--- config.mk ---
export PLATFORM = sky130hd
export DESIGN_NAME = alu_flat
export DESIGN_NICKNAME = d
export VERILOG_FILES = /design/src/rtl/alu_pkg.sv /design/src/rtl/alu_if.sv /design/src/rtl/alu_shifter.sv /design/src/rtl/alu.sv /design/src/flat_wrapper.sv
export SDC_FILE = /design/constraint.sdc
export NUM_CORES = 1
export LEC_CHECK = 0
export ABC_AREA = 1
export BUFFER_PORTS_ARGS = -buffer_cell sky130_fd_sc_hd__buf_4
export CAP_MARGIN = 40
export CORE_UTILIZATION = 30
export DETAILED_ROUTE_END_ITERATION = 7
export MAX_ROUTING_LAYER = met4
export PLACE_DENSITY = 0.46
export SYNTH_ARGS = -nofsm -noshare
export SYNTH_HDL_FRONTEND = slang
export SYNTH_SLANG_ARGS = --single-unit
--- constraint.sdc ---
create_clock -name clk -period 0.8 [get_ports clk]
set_input_delay 0 -clock clk [delete_from_list [all_inputs] [get_ports clk]]
set_output_delay 0 -clock clk [all_outputs]
set_load 0.005 [all_outputs]
--- src/rtl/alu_pkg.sv ---
// rtl/alu_pkg.sv - opcode constants shared by the ALU datapath and its users
package alu_pkg;

    localparam logic [3:0] OP_AND = 4'h0;
    localparam logic [3:0] OP_OR  = 4'h1;
    localparam logic [3:0] OP_ADD = 4'h2;
    localparam logic [3:0] OP_INC = 4'h3;
    localparam logic [3:0] OP_DEC = 4'h4;
    localparam logic [3:0] OP_NOT = 4'h5;
    localparam logic [3:0] OP_SUB = 4'h6;
    localparam logic [3:0] OP_XOR = 4'h7;
    localparam logic [3:0] OP_SHL = 4'h8;
    localparam logic [3:0] OP_SHR = 4'h9;

endpackage

--- src/rtl/alu_if.sv ---
// rtl/alu_if.sv - operand/opcode inputs and registered result/flag outputs of the ALU
interface alu_if #(
    parameter int B_W = 4
);
    logic [B_W-1:0] ALUA;
    logic [B_W-1:0] ALUB;
    logic [3:0]     ALUControl;
    logic           ALUFlagIn;
    logic [B_W-1:0] ALUResult;
    logic           FlagC;
    logic           FlagZ;
    logic           FlagN;
    logic           FlagV;

    // Controller side: drives operands and opcode, observes result and flags
    modport master (
        output ALUA, ALUB, ALUControl, ALUFlagIn,
        input  ALUResult, FlagC, FlagZ, FlagN, FlagV
    );

    // ALU side
    modport slave (
        input  ALUA, ALUB, ALUControl, ALUFlagIn,
        output ALUResult, FlagC, FlagZ, FlagN, FlagV
    );
endinterface

--- src/rtl/alu_shifter.sv ---
// rtl/alu_shifter.sv - left/right shift by an unsigned amount with fill bit and shift-out carry
module alu_shifter #(
    parameter int B_W = 4
) (
    input  logic [B_W-1:0] i_a,
    input  logic [B_W-1:0] i_b,
    input  logic           i_fill,
    input  logic           i_left,
    output logic [B_W-1:0] o_res,
    output logic           o_c
);
    // B_W always fits in B_W bits because B_W >= 2
    localparam logic [B_W-1:0] LP_W = B_W'(B_W);

    logic [B_W-1:0] w_left;
    logic [B_W-1:0] w_right;
    logic [B_W-1:0] w_fill_lo;
    logic [B_W-1:0] w_fill_hi;
    logic [B_W:0]   w_ext_l;
    logic [B_W:0]   w_ext_r;
    logic           w_over;

    // Vector shifts already yield zero for amounts >= B_W, and the fill masks
    // become all ones, so oversized amounts need no special case for the result.
    assign w_fill_lo = ~({B_W{1'b1}} << i_b);
    assign w_fill_hi = ~({B_W{1'b1}} >> i_b);
    assign w_left    = (i_a << i_b) | (i_fill ? w_fill_lo : '0);
    assign w_right   = (i_a >> i_b) | (i_fill ? w_fill_hi : '0);

    // One extra bit catches the last bit shifted out for amounts 1..B_W;
    // amount 0 leaves it at 0. Beyond B_W the last bit out is a fill bit.
    assign w_ext_l = {1'b0, i_a} << i_b;
    assign w_ext_r = {i_a, 1'b0} >> i_b;
    assign w_over  = (i_b > LP_W);

    // Select direction and shift-out flag
    always_comb begin
        o_res = i_left ? w_left : w_right;
        if (w_over) begin
            o_c = i_fill;
        end else begin
            o_c = i_left ? w_ext_l[B_W] : w_ext_r[0];
        end
    end
endmodule

--- src/rtl/alu.sv ---
// rtl/alu.sv - B_W-bit ALU with registered result and C/Z/N/V flags
module alu
    import alu_pkg::*;
#(
    parameter int B_W = 4
) (
    input  logic  clk,
    input  logic  rst_n,
    alu_if.slave  bus
);
    logic [B_W-1:0] w_opnd;
    logic [B_W-1:0] w_add_a;
    logic [B_W-1:0] w_add_b;
    logic           w_add_cin;
    logic [B_W:0]   w_sum;
    logic           w_add_v;
    logic [B_W-1:0] w_sh_res;
    logic           w_sh_c;
    logic           w_sh_left;
    logic [B_W-1:0] w_res;
    logic           w_c;
    logic           w_v;

    logic [B_W-1:0] r_result;
    logic           r_c;
    logic           r_z;
    logic           r_n;
    logic           r_v;

    // INC/DEC/NOT pick their single operand with the flag input
    assign w_opnd    = bus.ALUFlagIn ? bus.ALUB : bus.ALUA;
    assign w_sh_left = (bus.ALUControl == OP_SHL);

    // Operand and carry-in selection for the one shared adder
    always_comb begin
        w_add_a   = bus.ALUA;
        w_add_b   = bus.ALUB;
        w_add_cin = 1'b0;
        case (bus.ALUControl)
            OP_ADD: w_add_cin = bus.ALUFlagIn;
            OP_INC: begin
                w_add_a   = w_opnd;
                w_add_b   = '0;
                w_add_cin = 1'b1;
            end
            OP_DEC: begin
                w_add_a = w_opnd;
                w_add_b = '1;
            end
            OP_SUB: begin
                w_add_b   = ~bus.ALUB;
                w_add_cin = 1'b1;
            end
            default: ;
        endcase
    end

    assign w_sum   = {1'b0, w_add_a} + {1'b0, w_add_b} + {{B_W{1'b0}}, w_add_cin};
    // Overflow seen at the adder inputs covers ADD, INC, DEC and SUB alike
    assign w_add_v = (w_add_a[B_W-1] == w_add_b[B_W-1]) && (w_sum[B_W-1] != w_add_a[B_W-1]);

    alu_shifter #(
        .B_W (B_W)
    ) u_shifter (
        .i_a    (bus.ALUA),
        .i_b    (bus.ALUB),
        .i_fill (bus.ALUFlagIn),
        .i_left (w_sh_left),
        .o_res  (w_sh_res),
        .o_c    (w_sh_c)
    );

    // Opcode decode into next result, carry and overflow
    always_comb begin
        w_res = '0;
        w_c   = 1'b0;
        w_v   = 1'b0;
        case (bus.ALUControl)
            OP_AND: w_res = bus.ALUA & bus.ALUB;
            OP_OR:  w_res = bus.ALUA | bus.ALUB;
            OP_ADD, OP_INC, OP_DEC, OP_SUB: begin
                w_res = w_sum[B_W-1:0];
                w_c   = w_sum[B_W];
                w_v   = w_add_v;
            end
            OP_NOT: w_res = ~w_opnd;
            OP_XOR: w_res = bus.ALUA ^ bus.ALUB;
            OP_SHL, OP_SHR: begin
                w_res = w_sh_res;
                w_c   = w_sh_c;
            end
            default: ;
        endcase
    end

    // Capture result and flags each edge; reset clears them without a clock
    always_ff @(posedge clk or negedge rst_n) begin
        if (!rst_n) begin
            r_result <= '0;
            r_c      <= 1'b0;
            r_z      <= 1'b0;
            r_n      <= 1'b0;
            r_v      <= 1'b0;
        end else begin
            r_result <= w_res;
            r_c      <= w_c;
            r_z      <= (w_res == '0);
            r_n      <= w_res[B_W-1];
            r_v      <= w_v;
        end
    end

    assign bus.ALUResult = r_result;
    assign bus.FlagC     = r_c;
    assign bus.FlagZ     = r_z;
    assign bus.FlagN     = r_n;
    assign bus.FlagV     = r_v;
endmodule

--- src/flat_wrapper.sv ---
// flat-port wrapper written by rule: the top's interface ports become plain ports
module alu_flat import alu_pkg::*;
#(
    parameter int B_W = 4
)
  (clk, rst_n, bus_ALUA, bus_ALUB, bus_ALUControl, bus_ALUFlagIn, bus_ALUResult, bus_FlagC, bus_FlagZ, bus_FlagN, bus_FlagV);
  alu_if #(.B_W(B_W)) bus_i ();
  input  logic clk;
  input  logic rst_n;
  input wire logic [$bits(bus_i.ALUA)-1:0] bus_ALUA;
  input wire logic [$bits(bus_i.ALUB)-1:0] bus_ALUB;
  input wire logic [$bits(bus_i.ALUControl)-1:0] bus_ALUControl;
  input wire logic [$bits(bus_i.ALUFlagIn)-1:0] bus_ALUFlagIn;
  output wire logic [$bits(bus_i.ALUResult)-1:0] bus_ALUResult;
  output wire logic [$bits(bus_i.FlagC)-1:0] bus_FlagC;
  output wire logic [$bits(bus_i.FlagZ)-1:0] bus_FlagZ;
  output wire logic [$bits(bus_i.FlagN)-1:0] bus_FlagN;
  output wire logic [$bits(bus_i.FlagV)-1:0] bus_FlagV;
  assign bus_i.ALUA = bus_ALUA;
  assign bus_i.ALUB = bus_ALUB;
  assign bus_i.ALUControl = bus_ALUControl;
  assign bus_i.ALUFlagIn = bus_ALUFlagIn;
  assign bus_ALUResult = bus_i.ALUResult;
  assign bus_FlagC = bus_i.FlagC;
  assign bus_FlagZ = bus_i.FlagZ;
  assign bus_FlagN = bus_i.FlagN;
  assign bus_FlagV = bus_i.FlagV;
  alu #(.B_W(B_W)) u_core (.clk(clk), .rst_n(rst_n), .bus(bus_i));
endmodule
==> impl_metrics.yaml, run 1 <==
run_status:
  outcome: "finished with violations"
  violations: "setup timing"
die:
  die_h_microns: 68.9
  ios: 23
  dieArea_sq_um: 4740
  start_util: 0.324
  rows: 23
  fp.dieW_microns: 68.9
  core-area_sq_um: 4140
sta:
  setup_viol: 7
  relSlewSlack: 0.739
  finalSetupTns_ns: -5.46
  finalCriticalPeriod_ns: 1.77
  worst_slack_ns: -0.966
  period_share: 2.21
  rsz0062_at_grt: "yes"
  clock.fmax_mhz: 566
  drv_slew: 0
  tightest_slew_ns: 0.387
  hold_viol_final: 0
route:
  drt_pre_antenna_iters: 4
  wl_per_cell_microns: 12.5
  ant_nets: 0
  drc_errors: 0
  vias: 1646
  routed_wl_microns: 4480
  drt_iter0_markers: 49
  viasPerCell: 4.60
yosys:
  yosysSeqAreaShare: 0.131
  netlist.top_cell.by_area: "nand2_1"
  synth.avg_cell_area_sq_um: 5.71
  synth.area.mux_share: 0
  synth_top_family_by_area: "simple AND/OR/NAND/NOR gates"
  synth_xor_area_frac: 0.00653
  ys.flop_type: "dfrtp_1"
  syn_inst: 235
  synth-edff-count: 0
  synth-async-reset-ratio: 1.00
  synthSimpleGateAreaFrac: 0.496
  yosysUniqueCellTypes: 27
  syn_area_sq_um: 1340
  synth-adder-area-share: 0.151
  synth-compound-area-share: 0.116
  ys_ff_latch: 7
  yosys_warnings: 0
  synth_top_area_share: 0.213
  postSynthNetCount: 265
  synthTopCellsByArea: "nand2_1, dfrtp_1, ha_1, nand3_1, nor2_1"
layout:
  final_cells: 358
  n_antenna_cell: 0
  final_layout_size_suffix_gt1_frac: 0.396
  final_nets: 339
  final_area_sq_um: 2160
  fillers: 446
  area_delta_synth_final_pct: 60.7
critical_path:
  crit_buf_inv: 3
  endpoint_kind: "flop"
  max_stage_delay_ns: 0.39
  worstSetupPathType: "input port to flop"
  startpoint_type: "input port"
  path_delay_family: "adder cells"
  path_cells: "buf_8 -> inv_6 -> nor2_4 -> nand2_2 -> inv_2 -> a21oi_2 -> o21ai_2 -> fa_2 -> fa_2 -> or2_4 -> nand3_2 -> nand2_2 -> nor2_4 -> nand2_1 -> nor2_1"
  crit_slowest_cell: "fa_2"
  crit_fanout: 3
  arrival_ns: 1.92
  required_ns: 0.95
clocking:
  numCtsBuffers: 3
  clkSlewWorstSetupHoldPaths_ns: 0.04
  cts_tree: "built"
  cts_root_buf: "clkbuf_8"
  clk_path_buf_depth: 2
  htree_levels: 1
  cts.sinks: 7
global_route:
  antenna_found_initial: 0
  grt_pass1_wl_microns: 7260
  grt_pass1_vias: 1584
  grt_max_degree: 14
  overflow: 0
  grtUsageTotal: 0.213
placement:
  hpwl_microns: 3760
  portBuffers: 22
  place_ws_ns: -1.29
  gp_congestion: 0.856
  numPlacedInstances: 347
  dpl_cell_area_sq_um: 1960
pwr:
  p_per_area_nw_per_um2: 979
  leakagePower_uw: 0.00119
  totalPowerFinal_uw: 2110
  ir_worst_vdd_uv: 395
min_path:
  min_path_type: "input port to async pin"
job:
  maxCapViolations: 0
[layout by cell type, fill, tap and decap left out]
cell type	n
o21ai_0	8
nand2_8	1
dfrtp_1	7
buf_12	1
nand2_2	7
buf_4	67
clkinv_4	1
dlygate4sd3_1	1
o22ai_1	1
buf_8	3
nand3_1	23
o21ai_1	4
nand4_1	2
xor2_1	1
nand2_1	69
o21ai_2	1
a31oi_1	1
inv_2	6
clkbuf_1	1
a21oi_1	5
inv_1	22
ha_1	13
nor2_2	6
or2_4	1
clkbuf_8	3
o21a_1	1
a21oi_4	1
inv_4	1
fa_2	2
a21oi_2	4
nor2_1	26
nor2_4	8
o21bai_1	1
inv_6	1
a31o_4	1
nand3_2	3
nand2_4	4
[synthesized netlist by cell type (2+ instances only)]
cell,n
a21oi_1,9
nand2_1,76
nor2_1,30
inv_1,25
nor2_2,6
buf_2,2
nand2_2,4
nand4_1,2
dfrtp_1,7
inv_2,5
fa_1,2
o21ai_0,12
ha_1,13
nand3_1,26
nor2_4,4
[per-stage QoR]
step / utilization / hold slack (ns)
finish: 0.520 / 0.122
global route: 0.520 / 0.155
CTS: 0.500 / 0.123
detailed placement: 0.473 / -0.187
global placement: 0.473 / -0.185
floorplan: - / -0.296
[path summary, 6_finish.rpt]
kind                                    from                      end  depth (start not counted)
worst min-delay path                   rst_n  u_core.bus.ALUResult[0]                          2
min in group clk           bus_ALUControl[3]         u_core.bus.FlagN                          6
worst max-delay path       bus_ALUControl[1]         u_core.bus.FlagZ                         15
max in group asynchronous              rst_n         u_core.bus.FlagV                          2
[sequential cells by signal (all words and copies together), names as in the netlist]
signal                count
u_core.bus.FlagN          1
u_core.bus.FlagC          1
u_core.bus.ALUResult      3
u_core.bus.FlagZ          1
u_core.bus.FlagV          1
[kinds of logic after synthesis]
logic type | count (synthesis)
AO/OA/AOI/OAI | 28
XOR/XNOR | 1
adder cells (fa/ha/maj) | 15
buffers and inverters | 34
flip-flops | 7
AND/OR/NAND/NOR | 150
[repair_timing]
action                                  in CTS  in global routing
endpoints found under the setup margin       7                  7
pin swaps                                   15                 15
endpoints found under the hold margin        7                  0
buffers inserted                             2                  4
gates resized for setup                     13                 17
hold buffers                                 1                  0
[layer usage]
metal	global-route usage	wire [microns]
met5	-	0
met4	0.0383	15
met3	0	116
met2	0.353	2150
met1	0.292	2200
[layout make-up]
cell class / instances / area (sq um) / area share
well taps: 50 / 62.6 / 0.0290
inverters: 31 / 129 / 0.0598
clock buffers: 4 / 45.0 / 0.0209
multi-input cells: 194 / 1170 / 0.541
flip-flops and latches: 7 / 175 / 0.0813
repair buffers: 72 / 578 / 0.268
[power breakdown]
part           leakage, uW  internal (uW)  switching, uW
Combinational      0.00108            582            617
Clock            0.0000228            343            137
Sequential       0.0000909            407           23.8
Total              0.00119           1330            778
Note: power is estimated with default switching activity, not from simulation.
==> inputs of run 2 (changes only) <==
Settings changed: PLACE_DENSITY 0.46 to 0.5.
==> run 2 against run 1 <==
The run still ends with setup timing left; global-route usage is 0.070 points lower; power is 0.29% lower; die area stayed put; sequential share of layout area is 0.12 points lower; final cell count is 1.4% higher; clock power hardly changed; critical path type unchanged; largest cell class unchanged; highest routed layer unchanged.
==> impl_metrics.yaml, run 2 (same netlist as run 1, synthesis figures left out) <==
die:
  dieArea_sq_um: 4740
  rows: 23
  die_h_microns: 68.9
  start_util: 0.324
  fp.dieW_microns: 68.9
  core-area_sq_um: 4140
  ios: 23
layout:
  utilization: 0.528
  final_layout_size_suffix_gt1_frac: 0.403
  mostFrequentLayoutCells: "nand2_1, buf_4, nor2_1"
  n_antenna_cell: 0
  final_nets: 344
  layout_commonest_cell: "nand2_1"
  area_delta_synth_final_pct: 63.1
  largest_reg_flops: 3
  final_area_sq_um: 2190
  fillers: 449
clocking:
  cts.sinks: 7
  numCtsBuffers: 3
  cts_root_buf: "clkbuf_8"
  htree_levels: 1
  clkSlewWorstSetupHoldPaths_ns: 0.04
  clk_path_buf_depth: 2
  cts_tree: "built"
min_path:
  min_path_type: "input port to async pin"
route:
  viasPerCell: 4.59
  drt_pre_antenna_iters: 4
  drt_iter0_markers: 58
  wl_per_cell_microns: 12.0
  wl_met1_microns: 2100
  wl_met3_microns: 136
  routed_wl_microns: 4350
  drc_errors: 0
  wl_met2_microns: 2050
  dr.max_layer_used: "met4"
  ant_nets: 0
  vias: 1665
pwr:
  p_per_area_nw_per_um2: 962
  totalPowerFinal_uw: 2100
  ir_worst_vdd_uv: 389
  leakagePower_uw: 0.00121
sta:
  relSlewSlack: 0.699
  finalCriticalPeriod_ns: 1.77
  rsz0062_at_grt: "yes"
  period_share: 2.22
  hold_viol_final: 0
  worst_slack_ns: -0.973
  finalSetupTns_ns: -5.60
  drv_slew: 0
  tightest_slew_ns: 0.452
  setup_viol: 7
  clock.fmax_mhz: 564
critical_path:
  required_ns: 0.96
  arrival_ns: 1.93
  path_delay_family: "adder cells"
  crit_slowest_cell: "fa_2"
  path_cells: "buf_12 -> nand2_8 -> clkinv_4 -> nand2_4 -> nand2_4 -> a31o_4 -> fa_2 -> fa_2 -> or2_4 -> nand3_2 -> nand2_2 -> nor2_4 -> nand2_1 -> nor2_1"
  startpoint_type: "input port"
  crit_fanout: 3
  max_stage_delay_ns: 0.41
  endpoint_kind: "flop"
  worstSetupPathType: "input port to flop"
  crit_buf_inv: 2
global_route:
  overflow: 0
  antenna_found_initial: 0
  grt_max_degree: 14
  grt_pass1_wl_microns: 7160
  grtUsageTotal: 0.212
  grt_pass1_vias: 1546
placement:
  dpl_cell_area_sq_um: 1990
  gp_congestion: 0.894
  place_ws_ns: -1.28
  portBuffers: 22
  hpwl_microns: 3610
run_status:
  violations: "setup timing"
  outcome: "finished with violations"
job:
  maxCapViolations: 0
run 2: changes by cell type in the layout (fill, tap and decap cells not counted), moves of 2 or more:
cell,change
buf_4,+4
buf_6,+3
nand2_1,+3
nand2_2,-3
nor2_2,+3
buf_8,-2
nor2_1,-2
run 2: worst max path at each step:
| stage | startpoint | end | slack (ns) | cells past startpoint |
|---|---|---|---|---|
| finish | bus_ALUControl[1] | u_core.bus.FlagZ | -0.97 | 14 |
| global route | bus_ALUControl[1] | u_core.bus.FlagZ | -1.07 | 14 |
| CTS | bus_ALUControl[1] | u_core.bus.FlagZ | -0.97 | 15 |
| detailed placement | bus_ALUControl[1] | u_core.bus.FlagZ | -1.28 | 14 |
| global placement | bus_ALUControl[1] | u_core.bus.FlagZ | -1.26 | 14 |
| floorplan | bus_ALUControl[1] | u_core.bus.FlagZ | -1.02 | 13 |
run 2: what timing repair did:
item / CTS / global route
setup endpoints to repair: 7 / 7
resized for setup: 21 / 6
hold endpoints to repair: 7 / 0
hold buffers: 1 / 0
pin swaps: 13 / 9
setup buffers: 4 / 3
run 2: through the flow:
| step | std cells | hold slack, ns |
|---|---|---|
| global route | 363 | 0.143 |
| detailed placement | 351 | -0.187 |
| finish | 363 | 0.124 |
| floorplan | 235 | -0.296 |
| global placement | 351 | -0.187 |
| CTS | 360 | 0.123 |
run 2: area by class of cell:
cell class / count / area (sq um) / area share
Clock buffer: 4 / 45.0 / 0.0206
Inverter: 31 / 129 / 0.0589
Multi-Input combinational cell: 194 / 1160 / 0.532
Sequential cell: 7 / 175 / 0.0801
Tap cell: 50 / 62.6 / 0.0286
Timing Repair Buffer: 77 / 612 / 0.280
run 2: where the power goes:
group	internal (uW)	switching, uW
Sequential	407	17.6
Clock	343	138
Combinational	590	608
run 2: layer usage:
layer,vias to the layer above,track usage
met5,-,-
met4,0,0.0510
met3,5,0.00164
met2,40,0.357
met1,720,0.281
li1,900,-
